--- config.mk ---
export PLATFORM = sky130hd
export DESIGN_NAME = lut_table_loader
export DESIGN_NICKNAME = d
export VERILOG_FILES = /design/src/rtl/lut_table_loader.sv
export SDC_FILE = /design/constraint.sdc
export NUM_CORES = 1
export LEC_CHECK = 0
export CAP_MARGIN = 20
export CORE_MARGIN = 4
export CORE_UTILIZATION = 30
export DETAILED_ROUTE_END_ITERATION = 7
export PLACE_DENSITY = 0.59
export SLEW_MARGIN = 20
export SYNTH_ARGS = -nofsm -noshare
export SYNTH_HDL_FRONTEND = slang
export SYNTH_SLANG_ARGS = --single-unit
--- constraint.sdc ---
create_clock -name clk -period 3.6 [get_ports clk]
set_clock_uncertainty 0.1 [all_clocks]
set_input_delay 0.72 -clock clk [delete_from_list [all_inputs] [get_ports clk]]
set_output_delay 0.72 -clock clk [all_outputs]
set_load 0.005 [all_outputs]
--- src/rtl/lut_table_loader.sv ---
// lut_table_loader: streams 2^N function samples in, keeps every 2^(N-P)-th
// sample (the anchors) and writes them into the coarse interpolation table.
// Optional macro LUT_ERRCHK_EN adds a checker that tracks the worst-case
// interpolation error against the discarded samples (err_max port).
module lut_table_loader #(
    parameter int unsigned DW = 8,
    parameter int unsigned N  = 8,
    parameter int unsigned P  = 6
) (
    input  logic          clk,
    input  logic          rst_n,
    input  logic          start,
    input  logic          s_valid,
    input  logic [DW-1:0] s_data,
    output logic          s_ready,
    output logic          lut_we,
    output logic [P-1:0]  lut_addr,
    output logic [DW-1:0] lut_wdata,
    output logic          busy,
    output logic          done
`ifdef LUT_ERRCHK_EN
    ,
    output logic [DW-1:0] err_max
`endif
);

    localparam int unsigned S = N - P;       // log2 of decimation factor
    localparam int unsigned D = 1 << S;      // decimation factor

    localparam logic [1:0] ST_IDLE  = 2'd0;
    localparam logic [1:0] ST_LOAD  = 2'd1;
    localparam logic [1:0] ST_FINAL = 2'd2;
    localparam logic [1:0] ST_DONE  = 2'd3;

    logic [1:0]    state_q, state_d;
    logic [N-1:0]  idx_q, idx_d;
    logic          we_q;
    logic [P-1:0]  addr_q;
    logic [DW-1:0] wdata_q;
    logic          accept;
    logic          anchor;

    assign s_ready   = (state_q == ST_LOAD);
    assign busy      = (state_q == ST_LOAD) || (state_q == ST_FINAL);
    assign done      = (state_q == ST_DONE);
    assign accept    = s_valid && s_ready;
    assign anchor    = (idx_q[S-1:0] == '0);
    assign lut_we    = we_q;
    assign lut_addr  = addr_q;
    assign lut_wdata = wdata_q;

    // Next-state and sample-index logic
    always_comb begin
        state_d = state_q;
        idx_d   = idx_q;
        case (state_q)
            ST_IDLE: begin
                if (start) begin
                    state_d = ST_LOAD;
                    idx_d   = '0;
                end
            end
            ST_LOAD: begin
                if (accept) begin
                    idx_d = idx_q + 1'b1;
                    if (idx_q == '1) state_d = ST_FINAL;
                end
            end
            ST_FINAL: state_d = ST_DONE;
            ST_DONE:  state_d = ST_IDLE;
            default:  state_d = ST_IDLE;
        endcase
    end

    // FSM and index registers
    always_ff @(posedge clk) begin
        if (!rst_n) begin
            state_q <= ST_IDLE;
            idx_q   <= '0;
        end else begin
            state_q <= state_d;
            idx_q   <= idx_d;
        end
    end

    // Registered coarse-table write port; addr/data hold between writes
    always_ff @(posedge clk) begin
        if (!rst_n) begin
            we_q    <= 1'b0;
            addr_q  <= '0;
            wdata_q <= '0;
        end else begin
            we_q <= accept && anchor;
            if (accept && anchor) begin
                addr_q  <= idx_q[N-1:S];
                wdata_q <= s_data;
            end
        end
    end

`ifdef LUT_ERRCHK_EN
    logic [DW-1:0] anchor_q;
    logic [DW-1:0] a0_q;
    logic [DW-1:0] buf_q [1:D-1];
    logic [DW-1:0] err_q;
    logic [DW-1:0] y2;
    logic [DW-1:0] dy;
    logic [DW-1:0] kdy;
    logic [DW-1:0] ip;
    logic [DW-1:0] e;
    logic [DW-1:0] grp_err;

    assign err_max = err_q;

    // Worst error of the group opened by anchor_q; FINAL closes the wrap group
    always_comb begin
        y2      = (state_q == ST_FINAL) ? a0_q : s_data;
        dy      = y2 - anchor_q;
        kdy     = '0;
        ip      = '0;
        e       = '0;
        grp_err = '0;
        for (int unsigned k = 1; k < D; k++) begin
            kdy = dy * DW'(k);
            ip  = anchor_q + (kdy >> S);
            e   = (buf_q[k] >= ip) ? (buf_q[k] - ip) : (ip - buf_q[k]);
            if (e > grp_err) grp_err = e;
        end
    end

    // Sample buffers and running maximum error
    always_ff @(posedge clk) begin
        if (!rst_n) begin
            anchor_q <= '0;
            a0_q     <= '0;
            err_q    <= '0;
            for (int unsigned k = 1; k < D; k++) buf_q[k] <= '0;
        end else if ((state_q == ST_IDLE) && start) begin
            err_q <= '0;
        end else if (accept) begin
            if (anchor) begin
                anchor_q <= s_data;
                if (idx_q == '0) a0_q <= s_data;
                else if (grp_err > err_q) err_q <= grp_err;
            end else begin
                buf_q[idx_q[S-1:0]] <= s_data;
            end
        end else if (state_q == ST_FINAL) begin
            if (grp_err > err_q) err_q <= grp_err;
        end
    end
`endif

endmodule

==> summary.md <==
| Metric | Value |
|---|---|
| Routed vias | 949 |
| Core Util, Final | about 41% |
| FF-to-FF End | idx_q[5] |
| Sum of routed wire segments on met1 | ~1200 µm |
| Global-route wire length before repair | 3990 µm |
| Syn_nets | 154 |
| WL met3 | around 110 µm |
| DR vias/cell | approximately 4.5 |
| Die height | approximately 70 µm |
| Tmin final | about 2400 ps |
| Clock-pin slew on the worst setup and hold paths | roughly 80 ps |
| Most frequent cells in the layout | 36 x nand2_1, 29 x clkdlybuf4s50_1, 25 x dfxtp_1 |
| Final HPWL DP | roughly 1800 µm |
| DRC viols | 0 |
| Distinct cells, synth | 24 |
| Layout cells sized above 1 | 3.70% |
| CP Max Fanout | 10 |
| WP data required | about 2800 ps |
| RSZ-0062 raised after global routing | no |
| Int Pwr | 500 µW |
| FF-to-FF setup slack | about 1400 ps |
| ANT cells | 0 |
| Synth Area in Simple Gates | 25.3% |
| Setup TNS | 0 ps |
| Hold worst-path end | lut_addr[0] |
| GR Util All Layers | 9.66% |
| CTS tree | yes |
| Die width | around 70 µm |
| Combinational share of power | 34.2% |
| Max-cap violations | 0 |
| Hold wc startpoint | lut_addr[0] |
| Hold-fix buffers at CTS | 0 |
| Clock share of power | a little over a fifth |
| Post-CTS Setup Bufs | 0 |
| CP arrival | 1610 ps |
| Area grow syn2layout | 31.9% |
| Leak | roughly 0.00052 µW |
| Worst hold stages | 2 |
| Num CTS Buffers | 3 |
| XOR/XNOR Fraction of Synth Area | 2.29% |
| Multiplexer area fraction after synthesis | 1.75% |
| Commonest non-fill, non-tap cell in the layout | nand2_1 |
| Core area | around 3700 µm² |
| GP Congestion | around 0.8 |
| Top routing layer used | met4 |
| Final hold violation count | 0 |
| Hold/Removal Path Class | reg2reg |
| Post-CTS Resized | 0 |
| Congestion Overflow GR | 0 |
| Latest clock arrival within the worst-skew pair | between 200 and 300 ps |
| Net switching power | around 230 µW |
| Adder-cell share of the synthesized area | under 10% |
| FF-to-FF path depth | 6 |
| Largest family of logic cells by synthesized area | simple AND/OR/NAND/NOR gates |
| Antenna violations before repair | 0 |
| Total wire length | approximately 2400 µm |
| Drt wl/cell | roughly 11 µm |
| Largest net degree at the start of global routing | 23 |
| Complex-gate fraction of the synthesized area | between 10% and 20% |
| Switch share | a little under a third |
| CTS root buf | clkbuf_8 |
| DRT antenna net count | 0 |
| PD cells | ~480 nW/µm² |
| Kind of critical path | reg2out |
| Initial drt markers | 32 |
| Max IR drop VDD | between 300 and 400 µV |
| Clock Sinks | 25 |
| Final net count | around 180 |
| Max-slew violations | 0 |
| Clock Tree Buf Depth | 2 |
| Crit. End Element | output port |
| Final-layout fill cell count | between 300 and 400 |
| Site Rows | 22 |
| Cell area after synthesis | approximately 1100 µm² |
| CP startpoint kind | flip-flop |
| # port buffers | 29 |
| Status | finished, final reports clean |
| Io pins | 30 |
| Starting Density | between 30% and 40% |
| Final setup fails | 0 |
| Fin crit share | 67.6% |
| Fmax | between 0.4 and 0.5 GHz |
| Worst slew margin | between 50% and 60% |
| Cells after Synth | ~140 |
| Pre-Repair DR Iteration Count | 4 |
| Reg2Reg Launch Point | state_q[0] |
| H-tree Lvls | 1 |
| Syn_area_per_cell | ~8.5 µm² |
| Yosys reg bits | 25 |
| Vias in the first global route | ~950 |
| Share of power burned in registers | between 40% and 50% |
| Metal2 WL | 1120 µm |
| Die Area | 4870 µm² |
| Ys Warns | 0 |
| Slew @ Worst Pin | about 630 ps |
| Sequential area share after synthesis | 43.7% |
==> critical path: stages (launching register included) <==
cell and delay, ps:
dfxtp_1 340, inv_1 100, ha_1 350, clkdlybuf4s50_1 570
==> power groups by stage <==
stage	Sequential, µW	Clock, µW	Combinational (µW)
final	321	159	249
after global routing	326	177	282
after CTS	322	165	255
after detailed placement	329	0	253
after global placement	327	0	247
after floorplan	326	0	163
==> metal layers <==
metal / vias to the layer above / track usage [%]
met1: 420 / 12.4
met2: 22 / 16.2
met3: 2 / 2.61
met5: - / 0
met4: 0 / 1.91
li1: 505 / -
==> cell usage after synthesis (all sizes together) <==
library cell / instances / area [µm²]
buf: 1 / 11.3
xnor2: 3 / 26.3
nand3: 5 / 25.0
ha: 7 / 87.6
a211o: 1 / 10.0
a21boi: 15 / 113
or4: 1 / 11.3
and3: 2 / 12.5
inv: 4 / 15.0
nor3: 1 / 5.00
a21oi: 3 / 15.0
nor2: 5 / 18.8
a32oi: 1 / 8.76
nor4: 2 / 12.5
nor2b: 3 / 26.3
clkbuf: 5 / 18.8
or3: 4 / 25.0
nand2: 36 / 135
dfxtp: 25 / 500
nand4: 1 / 6.26
and2: 2 / 12.5
mux2i: 2 / 20.0
o21ai: 6 / 30.0
==> through the flow <==
step / setup slack (ps) / hold slack (ps) / cells / cell area [µm²] / power (µW)
2_1_floorplan: 1550 / 355 / 135 / 1150 / 489
3_3_place_gp: 1100 / 354 / 206 / 1470 / 574
3_5_place_dp: 1040 / 360 / 206 / 1470 / 582
4_1_cts: 1160 / 372 / 210 / 1510 / 742
5_1_grt: 1070 / 398 / 210 / 1510 / 785
6_report: 1170 / 368 / 210 / 1510 / 729
==> kinds of logic (layout without fill, tap and decap cells) <==
family	Yosys count	count (layout)
buffers and inverters	10	37
and+or+nand+nor	62	62
muxes	2	2
xor gates and xnor gates	3	3
DFF	25	25
AOI/OAI and AO/OA	26	26
adders and majority gates	7	7
==> worst max-delay path by stage <==
stage          startpoint        to  slack, ps
6_report       state_q[1]   s_ready       1170
3_5_place_dp        start  idx_q[7]       1040
4_1_cts        state_q[1]   s_ready       1160
2_1_floorplan  state_q[1]  idx_q[7]       1550
5_1_grt        state_q[1]   s_ready       1070
3_3_place_gp        start  idx_q[7]       1100
==> cell type report <==
| cell class | instances | area (µm²) | area share, % |
|---|---|---|---|
| multi-input combinational | 100 | 601 | 39.7 |
| timing repair buffer | 29 | 290 | 19.2 |
| sequential | 25 | 500 | 33.1 |
| tap | 48 | 60.1 | 3.97 |
| inverter | 4 | 15.0 | 0.993 |
| clock buffer | 4 | 45.0 | 2.98 |
==> flip-flops by register name, indices dropped and copies added, names as in the netlist <==
signal and cells:
idx_q 8, lut_wdata 8, lut_addr 6, state_q 2, lut_we 1
Power figures use the tool's default switching activity.
